$ cat config.mk
export PLATFORM = sky130hd
export DESIGN_NAME = seq_display_flat
export DESIGN_NICKNAME = d
export VERILOG_FILES = /design/src/rtl/seq_display_if.sv /design/src/rtl/seq_display.sv /design/src/flat_wrapper.sv
export SDC_FILE = /design/constraint.sdc
export NUM_CORES = 1
export LEC_CHECK = 0
export ABC_AREA = 1
export CORE_ASPECT_RATIO = 0.8
export CORE_MARGIN = 1.5
export CORE_UTILIZATION = 40
export DETAILED_ROUTE_END_ITERATION = 10
export GPL_TIMING_DRIVEN = 0
export SYNTH_ARGS = -nofsm -noshare
export SYNTH_HDL_FRONTEND = slang
export SYNTH_SLANG_ARGS = --single-unit
$ cat constraint.sdc
create_clock -name clk -period 2.7 [get_ports clk]
set_input_delay 0.27 -clock clk [delete_from_list [all_inputs] [get_ports clk]]
set_output_delay 0.27 -clock clk [all_outputs]
set_load 0.02 [all_outputs]
$ cat src/rtl/seq_display_if.sv
// Bus bundle between the status source and the seq_display driver.
// The master drives the values and the load request; the slave returns the display state.
interface seq_display_if #(
   parameter int IN_WIDTH = 6,
   parameter int CHANNELS = 2,
   parameter int DIGITS   = 2
);
   logic [CHANNELS*IN_WIDTH-1:0]  in;
   logic                          load;
   logic                          busy;
   logic                          valid;
   logic [CHANNELS-1:0]           overflow;
   logic [CHANNELS*DIGITS*7-1:0]  hex;

   modport master (output in, load, input busy, valid, overflow, hex);
   modport slave  (input in, load, output busy, valid, overflow, hex);
endinterface

$ cat src/rtl/seq_display.sv
// Multi-channel seven-segment driver: snapshots all channels on load, converts them
// serially with a shift-and-add-3 engine, then updates every digit at once.
module seq_display #(
   parameter int IN_WIDTH      = 6,
   parameter int CHANNELS      = 2,
   parameter int DIGITS        = 2,
   parameter bit BLANK_LEADING = 1'b1
) (
   input logic           clk,
   input logic           rst,
   seq_display_if.slave  bus
);
   localparam int N  = CHANNELS * IN_WIDTH;
   localparam int K0 = (IN_WIDTH + 2) / 3;
   localparam int K  = (DIGITS > K0) ? DIGITS : K0;
   localparam int BW = (IN_WIDTH > 1) ? $clog2(IN_WIDTH) : 1;
   localparam int CW = (CHANNELS > 1) ? $clog2(CHANNELS) : 1;
   localparam int HW = CHANNELS * DIGITS * 7;

   typedef enum logic [0:0] {IDLE = 1'b0, CONVERT = 1'b1} state_t;

   state_t                        state_r, state_next_s;
   logic [N-1:0]                  hold_r, order_s;
   logic [4*K-1:0]                bcd_r, adj_s, bcd_next_s;
   logic [BW-1:0]                 bit_r;
   logic [CW-1:0]                 ch_r;
   logic [CHANNELS-1:0][4*K-1:0]  stage_r, stage_s;
   logic [HW-1:0]                 hex_r, hex_s;
   logic [CHANNELS-1:0]           ovf_r, ovf_s;
   logic                          busy_r, valid_r;
   logic                          start_s, step_s, last_bit_s, last_ch_s, chan_done_s, finish_s;

   function automatic logic [6:0] seg7(input logic [3:0] digit);
      logic [6:0] code;
      case (digit)
         4'd0:    code = 7'h40;
         4'd1:    code = 7'h79;
         4'd2:    code = 7'h24;
         4'd3:    code = 7'h30;
         4'd4:    code = 7'h19;
         4'd5:    code = 7'h12;
         4'd6:    code = 7'h02;
         4'd7:    code = 7'h78;
         4'd8:    code = 7'h00;
         4'd9:    code = 7'h10;
         default: code = 7'h3F;
      endcase
      return code;
   endfunction

   function automatic logic [4*K-1:0] add3(input logic [4*K-1:0] v);
      logic [4*K-1:0] r;
      r = v;
      for (int k = 0; k < K; k++) begin
         if (v[4*k +: 4] >= 4'd5) r[4*k +: 4] = v[4*k +: 4] + 4'd3;
         else                     r[4*k +: 4] = v[4*k +: 4];
      end
      return r;
   endfunction

   // state register
   always_ff @(posedge clk) begin
      if (rst) state_r <= IDLE;
      else     state_r <= state_next_s;
   end

   // next-state logic
   always_comb begin
      state_next_s = state_r;
      case (state_r)
         IDLE:    if (bus.load) state_next_s = CONVERT; else state_next_s = IDLE;
         CONVERT: if (finish_s) state_next_s = IDLE;    else state_next_s = CONVERT;
         default: state_next_s = IDLE;
      endcase
   end

   // control strobes decoded from state and counters
   always_comb begin
      start_s = 1'b0;
      step_s  = 1'b0;
      case (state_r)
         IDLE:    start_s = bus.load;
         CONVERT: step_s  = 1'b1;
         default: step_s  = 1'b0;
      endcase
      last_bit_s  = (bit_r == BW'(IN_WIDTH - 1));
      last_ch_s   = (ch_r == CW'(CHANNELS - 1));
      chan_done_s = step_s & last_bit_s;
      finish_s    = chan_done_s & last_ch_s;
   end

   // holding order puts channel 0 MSB at the top so conversion just shifts left
   always_comb begin
      order_s = '0;
      for (int c = 0; c < CHANNELS; c++) begin
         order_s[(CHANNELS-1-c)*IN_WIDTH +: IN_WIDTH] = bus.in[c*IN_WIDTH +: IN_WIDTH];
      end
      adj_s      = add3(bcd_r);
      bcd_next_s = {adj_s[4*K-2:0], hold_r[N-1]};
   end

   // display image built from staging with the channel just finishing folded in
   always_comb begin
      logic lead;
      logic [3:0] nib;
      stage_s       = stage_r;
      stage_s[ch_r] = bcd_next_s;
      hex_s         = '1;
      ovf_s         = '0;
      for (int c = 0; c < CHANNELS; c++) begin
         for (int k = DIGITS; k < K; k++) ovf_s[c] = ovf_s[c] | (|stage_s[c][4*k +: 4]);
         lead = 1'b1;
         for (int d = DIGITS - 1; d >= 0; d--) begin
            nib  = stage_s[c][4*d +: 4];
            lead = lead & (nib == 4'd0);
            if (ovf_s[c])                                  hex_s[(c*DIGITS+d)*7 +: 7] = 7'h3F;
            else if (BLANK_LEADING && (d != 0) && lead)    hex_s[(c*DIGITS+d)*7 +: 7] = 7'h7F;
            else                                           hex_s[(c*DIGITS+d)*7 +: 7] = seg7(nib);
         end
      end
   end

   // datapath and registered outputs
   always_ff @(posedge clk) begin
      if (rst) begin
         hold_r  <= '0;
         bcd_r   <= '0;
         bit_r   <= '0;
         ch_r    <= '0;
         stage_r <= '0;
         hex_r   <= '1;
         ovf_r   <= '0;
         busy_r  <= 1'b0;
         valid_r <= 1'b0;
      end else begin
         valid_r <= finish_s;
         if (start_s) begin
            hold_r <= order_s;
            bcd_r  <= '0;
            bit_r  <= '0;
            ch_r   <= '0;
            busy_r <= 1'b1;
         end else if (step_s) begin
            hold_r <= hold_r << 1'b1;
            if (chan_done_s) begin
               stage_r[ch_r] <= bcd_next_s;
               bcd_r         <= '0;
               bit_r         <= '0;
               ch_r          <= ch_r + 1'b1;
            end else begin
               bcd_r <= bcd_next_s;
               bit_r <= bit_r + 1'b1;
            end
            if (finish_s) begin
               hex_r  <= hex_s;
               ovf_r  <= ovf_s;
               busy_r <= 1'b0;
            end
         end
      end
   end

   assign bus.busy     = busy_r;
   assign bus.valid    = valid_r;
   assign bus.overflow = ovf_r;
   assign bus.hex      = hex_r;
endmodule

$ cat src/flat_wrapper.sv
// flat-port wrapper written by rule: the top's interface ports become plain ports
module seq_display_flat 
#(
   parameter int IN_WIDTH      = 6,
   parameter int CHANNELS      = 2,
   parameter int DIGITS        = 2,
   parameter bit BLANK_LEADING = 1'b1
)
  (clk, rst, bus_in, bus_load, bus_busy, bus_valid, bus_overflow, bus_hex);
  seq_display_if #(.IN_WIDTH(IN_WIDTH), .CHANNELS(CHANNELS), .DIGITS(DIGITS)) bus_i ();
  input logic clk;
  input logic rst;
  input wire logic [$bits(bus_i.in)-1:0] bus_in;
  input wire logic [$bits(bus_i.load)-1:0] bus_load;
  output wire logic [$bits(bus_i.busy)-1:0] bus_busy;
  output wire logic [$bits(bus_i.valid)-1:0] bus_valid;
  output wire logic [$bits(bus_i.overflow)-1:0] bus_overflow;
  output wire logic [$bits(bus_i.hex)-1:0] bus_hex;
  assign bus_i.in = bus_in;
  assign bus_i.load = bus_load;
  assign bus_busy = bus_i.busy;
  assign bus_valid = bus_i.valid;
  assign bus_overflow = bus_i.overflow;
  assign bus_hex = bus_i.hex;
  seq_display #(.IN_WIDTH(IN_WIDTH), .CHANNELS(CHANNELS), .DIGITS(DIGITS), .BLANK_LEADING(BLANK_LEADING)) u_core (.clk(clk), .rst(rst), .bus(bus_i));
endmodule
== After elaboration in Yosys (flattened, before gate mapping) ==
Memory sizes are Yosys's and may differ from the RTL's. A register that Yosys moved wholly into a read port is not among the register bits.
Cells that the tools add are included.
Storage, ports and cells
  register bits after elaboration: 71
  ROM bits: 448
  input port bits: 15
  output and inout bits: 32
  word-level logic and storage cells: 56
  memories kept: 4
Memory list
  (no name shown): words 16, width 7, read ports 1, clocked after memory_dff 0, write ports 0, RTL line seq_display.sv:35  | case (digit)
  (no name shown): words 16, width 7, read ports 1, clocked after memory_dff 1, write ports 0, RTL line seq_display.sv:35
  (no name shown): words 16, width 7, read ports 1, clocked after memory_dff 0, write ports 0, RTL line seq_display.sv:35
  (no name shown): words 16, width 7, read ports 1, clocked after memory_dff 1, write ports 0, RTL line seq_display.sv:35
Cells by class
  $add $sub $neg: 4
  order comparisons: 4
  equality and inequality tests: 1
  muxes and demuxes: 19
  bitwise logic cells: 4
  reductions and logical operators: 10
Operators by type and width (number)
  $mux W12: 2
  $bwmux W16: 1
  $mux W8: 2
  $mux W7: 2
  $demux W8 S1: 1
  $ge A4 B3 Y1 const B: 2
  $logic_not A4 Y1: 2
  $mux W1: 7
  $mux W3: 2
  $reduce_and A3 Y1: 2
  $add A4 B2 Y4 const B: 1
  $mux W4: 1
  $reduce_and A2 Y1: 2
  $reduce_bool A2 Y1: 2
  $add A3 B1 Y3 const B: 1
  $add A3 B2 Y3 const B: 1
  $eq A3 B3 Y1 const B: 1
  $and A1 B1 Y1: 2
  $lt A1 B2 Y1 const B: 1
  $not A1 Y1: 2
  $pmux W1 S2: 1
  $reduce_or A2 Y1: 1
  $add A1 B1 Y1 const B: 1
  $ge A1 B1 Y1 const B: 1
  $logic_and A1 B1 Y1: 1

== Logic depth before layout (Yosys ltp) ==
  depth after elaboration: 7
  depth in mapped cells: 16
  mapped depth without buffers: 16

== Worst setup path before layout ==
Ideal clock, no wire load.
  path type: reg-to-reg
  start point: register u_core.bcd_r[1]
  end point: register u_core.hex_r[1], in the netlist u_core.bus.hex[1]
  setup time: 114 ps
  arrival: 1914 ps
  data required time: 2586 ps
  path slack: 672 ps
  cell stages (with the launch flop): 14
  buffers on the path: 0
  clock period less this slack: 2028 ps
  path through: dfxtp_1 > inv_1 > ha_1 > nand2_1 > nand3_4 > nand2_2 > nand2_1 > o21ai_1 > inv_2 > ha_1 > nand2_1 > nand2_1 > a21oi_1 > nor2_1
RTL lines
  start, declared: RTL line seq_display.sv:24  | logic [4*K-1:0] bcd_r, adj_s, bcd_next_s;
  start signal, assigned: RTL line seq_display.sv:151  | bcd_r <= bcd_next_s;
  end, declared: RTL line seq_display.sv:28  | logic [HW-1:0] hex_r, hex_s;

==> impl_metrics.ini <==
[sta]
timing_hold_violations_final = 0
tns_ps = 0
max_slew_margin_pct = 45.7
worst_pin_slew_ps = 814
layout_setup_ws_ps = 289
drv_slew = 0
fin_crit_ps = 2410
max_freq_mhz = 415
min_period_over_period_pct = 89.3
whs_ps = 462
fin_skew_ps = 6.27
final-setup-viol-count = 0
rsz0062_at_grt = no

[placed_design]
place_ws_ps = 280
portBuffers = 43
place_congestion = 0.925
hpwl_mm = 6.77

[power_and_ir_drop]
switching_share_pct = 22.3
ir_drop_mv = 0.314
p_per_area_nw_per_um2 = 478
seq_power_share_pct = 47.9
p_leak_nw = 2.18
power_switching_mw = 0.500
p_int_mw = 1.74
power_frac_clock_pct = 46.6
comb_power_share_pct = 5.5
p_total_mw = 2.24

[setup_path]
required_ps = 2920
timing.critical_path.mode_cell = nand2_1
timing.critical_path.fanout_max = 9
cp-end-kind = register
start_kind = register
crit_chain = inv_1 > ha_1 > nand2_1 > nand3_4 > nand2_2 > nand2_1 > o21ai_1 > inv_2 > ha_1 > nand2_1 > nand2_1 > a21oi_1 > nor2_1
slowest_delay_ps = 410
arrival_ps = 2630
critPathKind = reg -> reg
worst_path_max_delay_cell = dfxtp_1

[route]
firstDrtPassIters = 4
routed_wl_mm = 8.98
detail-route-antenna-nets = 0
vias = 3548
via_per_inst = 4.83
post_drt_wl_per_cell_um = 12.2
drtIter0Drc = 169
drc_errors = 0

[synthesis]
async_reset_ff_share_pct = 0
yosys-top-cells-count = nand2_1, inv_1, dfxtp_1, nand3_1, nor2_1
synth.area.top_cells = dfxtp_1, nand2_1, ha_1
synth_cells = 562
yosysSeqAreaShare_pct = 36.9
synth_most_common_cell = nand2_1
synth_top_area_cell = dfxtp_1
synthFlopType = dfxtp_1
ys_ff_latch = 71
synth_edf_count = 0
syn_avg_cell_area_um2 = 6.85
yosys_warnings = 0
synth_area_um2 = 3850
ys_types = 34
synth.top_cell.area_share_pct = 36.9

[global_route]
antenna_found_initial = 0
grt_max_degree = 11
track_usage_pct = 19.1
first_global_vias = 3452
overflow = 0
grt_pass1_wl_mm = 15.6

[cts]
cts_setup_buffers = 0
clk_latency_ps = 330
cts_tree = built
root_buffer = clkbuf_16
cts_hold_buf = 0
cts-buffers-inserted = 9
clock-sinks = 71
post_cts_resize_count = 0
clk_path_buf_depth = 2
clk_pin_slew_ps = 60
ctsHtreeMaxLevel = 3

[die]
die_x_um = 113
die-area_um2 = 10200
die_h_um = 90.7
initial_core_util_pct = 41.9
core.rowCount = 31
ios = 47
core-area_um2 = 9190

[finish]
fill_cells = 923
drive_gt1_share_pct = 8.56
nets = 656
utilization_pct = 50.9
antenna_cells = 0
area_delta_synth_final_pct = 21.6

[min_path]
hp-class = reg -> reg

[status]
status = finished clean

[job]
maxCapViolCount = 0
-- state kept, by name, summed over array words and instances (netlist names) --
register and cells:
u_core.bcd_r 8, u_core.bit_r 3, u_core.bus.busy 1, u_core.bus.hex 28, u_core.bus.valid 1, u_core.ch_r 1, u_core.hold_r 12, u_core.stage_r 16
u_core.state_r 1
-- per-layer routing --
metal / track usage, % / share of wire [%] / up-vias
met2: 32.1 / 46 / 59
met3: 4.50 / 3.9 / 6
met5: 0 / 0 / -
li1: - / - / 1885
met1: 23.7 / 50 / 1598
met4: 6.96 / 0.81 / 0
-- stage by stage --
stage               area (um2)  cells
finish                    4680    734
floorplan                 3850    563
detailed placement        4430    721
CTS                       4680    734
global placement          4430    721
global route              4680    734
-- path summary, 6_finish.rpt --
kind / from / end / slack [ps] / cells past startpoint
max: u_core.bcd_r[1] / u_core.bus.hex[1] / 290 / 13
min: u_core.bus.hex[20] / u_core.bus.hex[20] / 460 / 2
max reg2reg: u_core.bcd_r[1] / u_core.bus.hex[1] / 290 / 13
min reg2reg: u_core.bus.hex[20] / u_core.bus.hex[20] / 460 / 2
-- layout by cell type (no fill, tap or decap), drive strengths merged --
cell type,instances
a211oi,2
a21oi,35
buf,11
clkbuf,18
clkdlybuf4s50,43
clkinv,3
conb,2
dfxtp,71
ha,24
inv,83
nand2,173
nand3,52
nand4,7
nor2,41
nor3,3
o211ai,9
o21ai,21
o21bai,1
o221ai,3
o22ai,4
or2,12
xor2,1
-- layout make-up --
type	count	area (um2)	share of cell area [%]
inverters	84	315	6.74
multi-input cells	390	2020	43.3
clock buffers	11	243	5.19
plain buffers	18	90.1	1.93
well taps	115	144	3.08
clock inverters	2	10.0	0.214
flip-flops and latches	71	1420	30.4
repair buffers	43	430	9.20
-- power by group through the flow --
stage	Combinational, mW	Clock, mW	Sequential [mW]
2_1_floorplan	0.0749	0	1.09
3_3_place_gp	0.120	0	1.09
3_5_place_dp	0.123	0	1.09
4_1_cts	0.124	1.08	1.07
5_1_grt	0.137	1.12	1.07
6_report	0.123	1.04	1.07
-- worst max-delay path, delay by kind of cell (launching register included) --
| family | cells | cell delay, ps |
|---|---|---|
| AND/OR/NAND/NOR | 7 | 690 |
| buffers and inverters | 2 | 220 |
| AO/OA/AOI/OAI | 2 | 490 |
| adder cells (fa/ha/maj) | 2 | 470 |
| flip-flops | 1 | 410 |
-- cells by family after synthesis --
group                      after synthesis  share of synthesized area [%]
AOI/OAI and AO/OA                       75                           11.3
xor gates and xnor gates                 1                          0.228
adders and majority gates               24                           7.80
buffers and inverters                  102                           10.5
DFF                                     71                           36.9
other                                    1                         0.0975
and+or+nand+nor                        288                           33.0
Note: power is estimated with default switching activity, not from simulation.
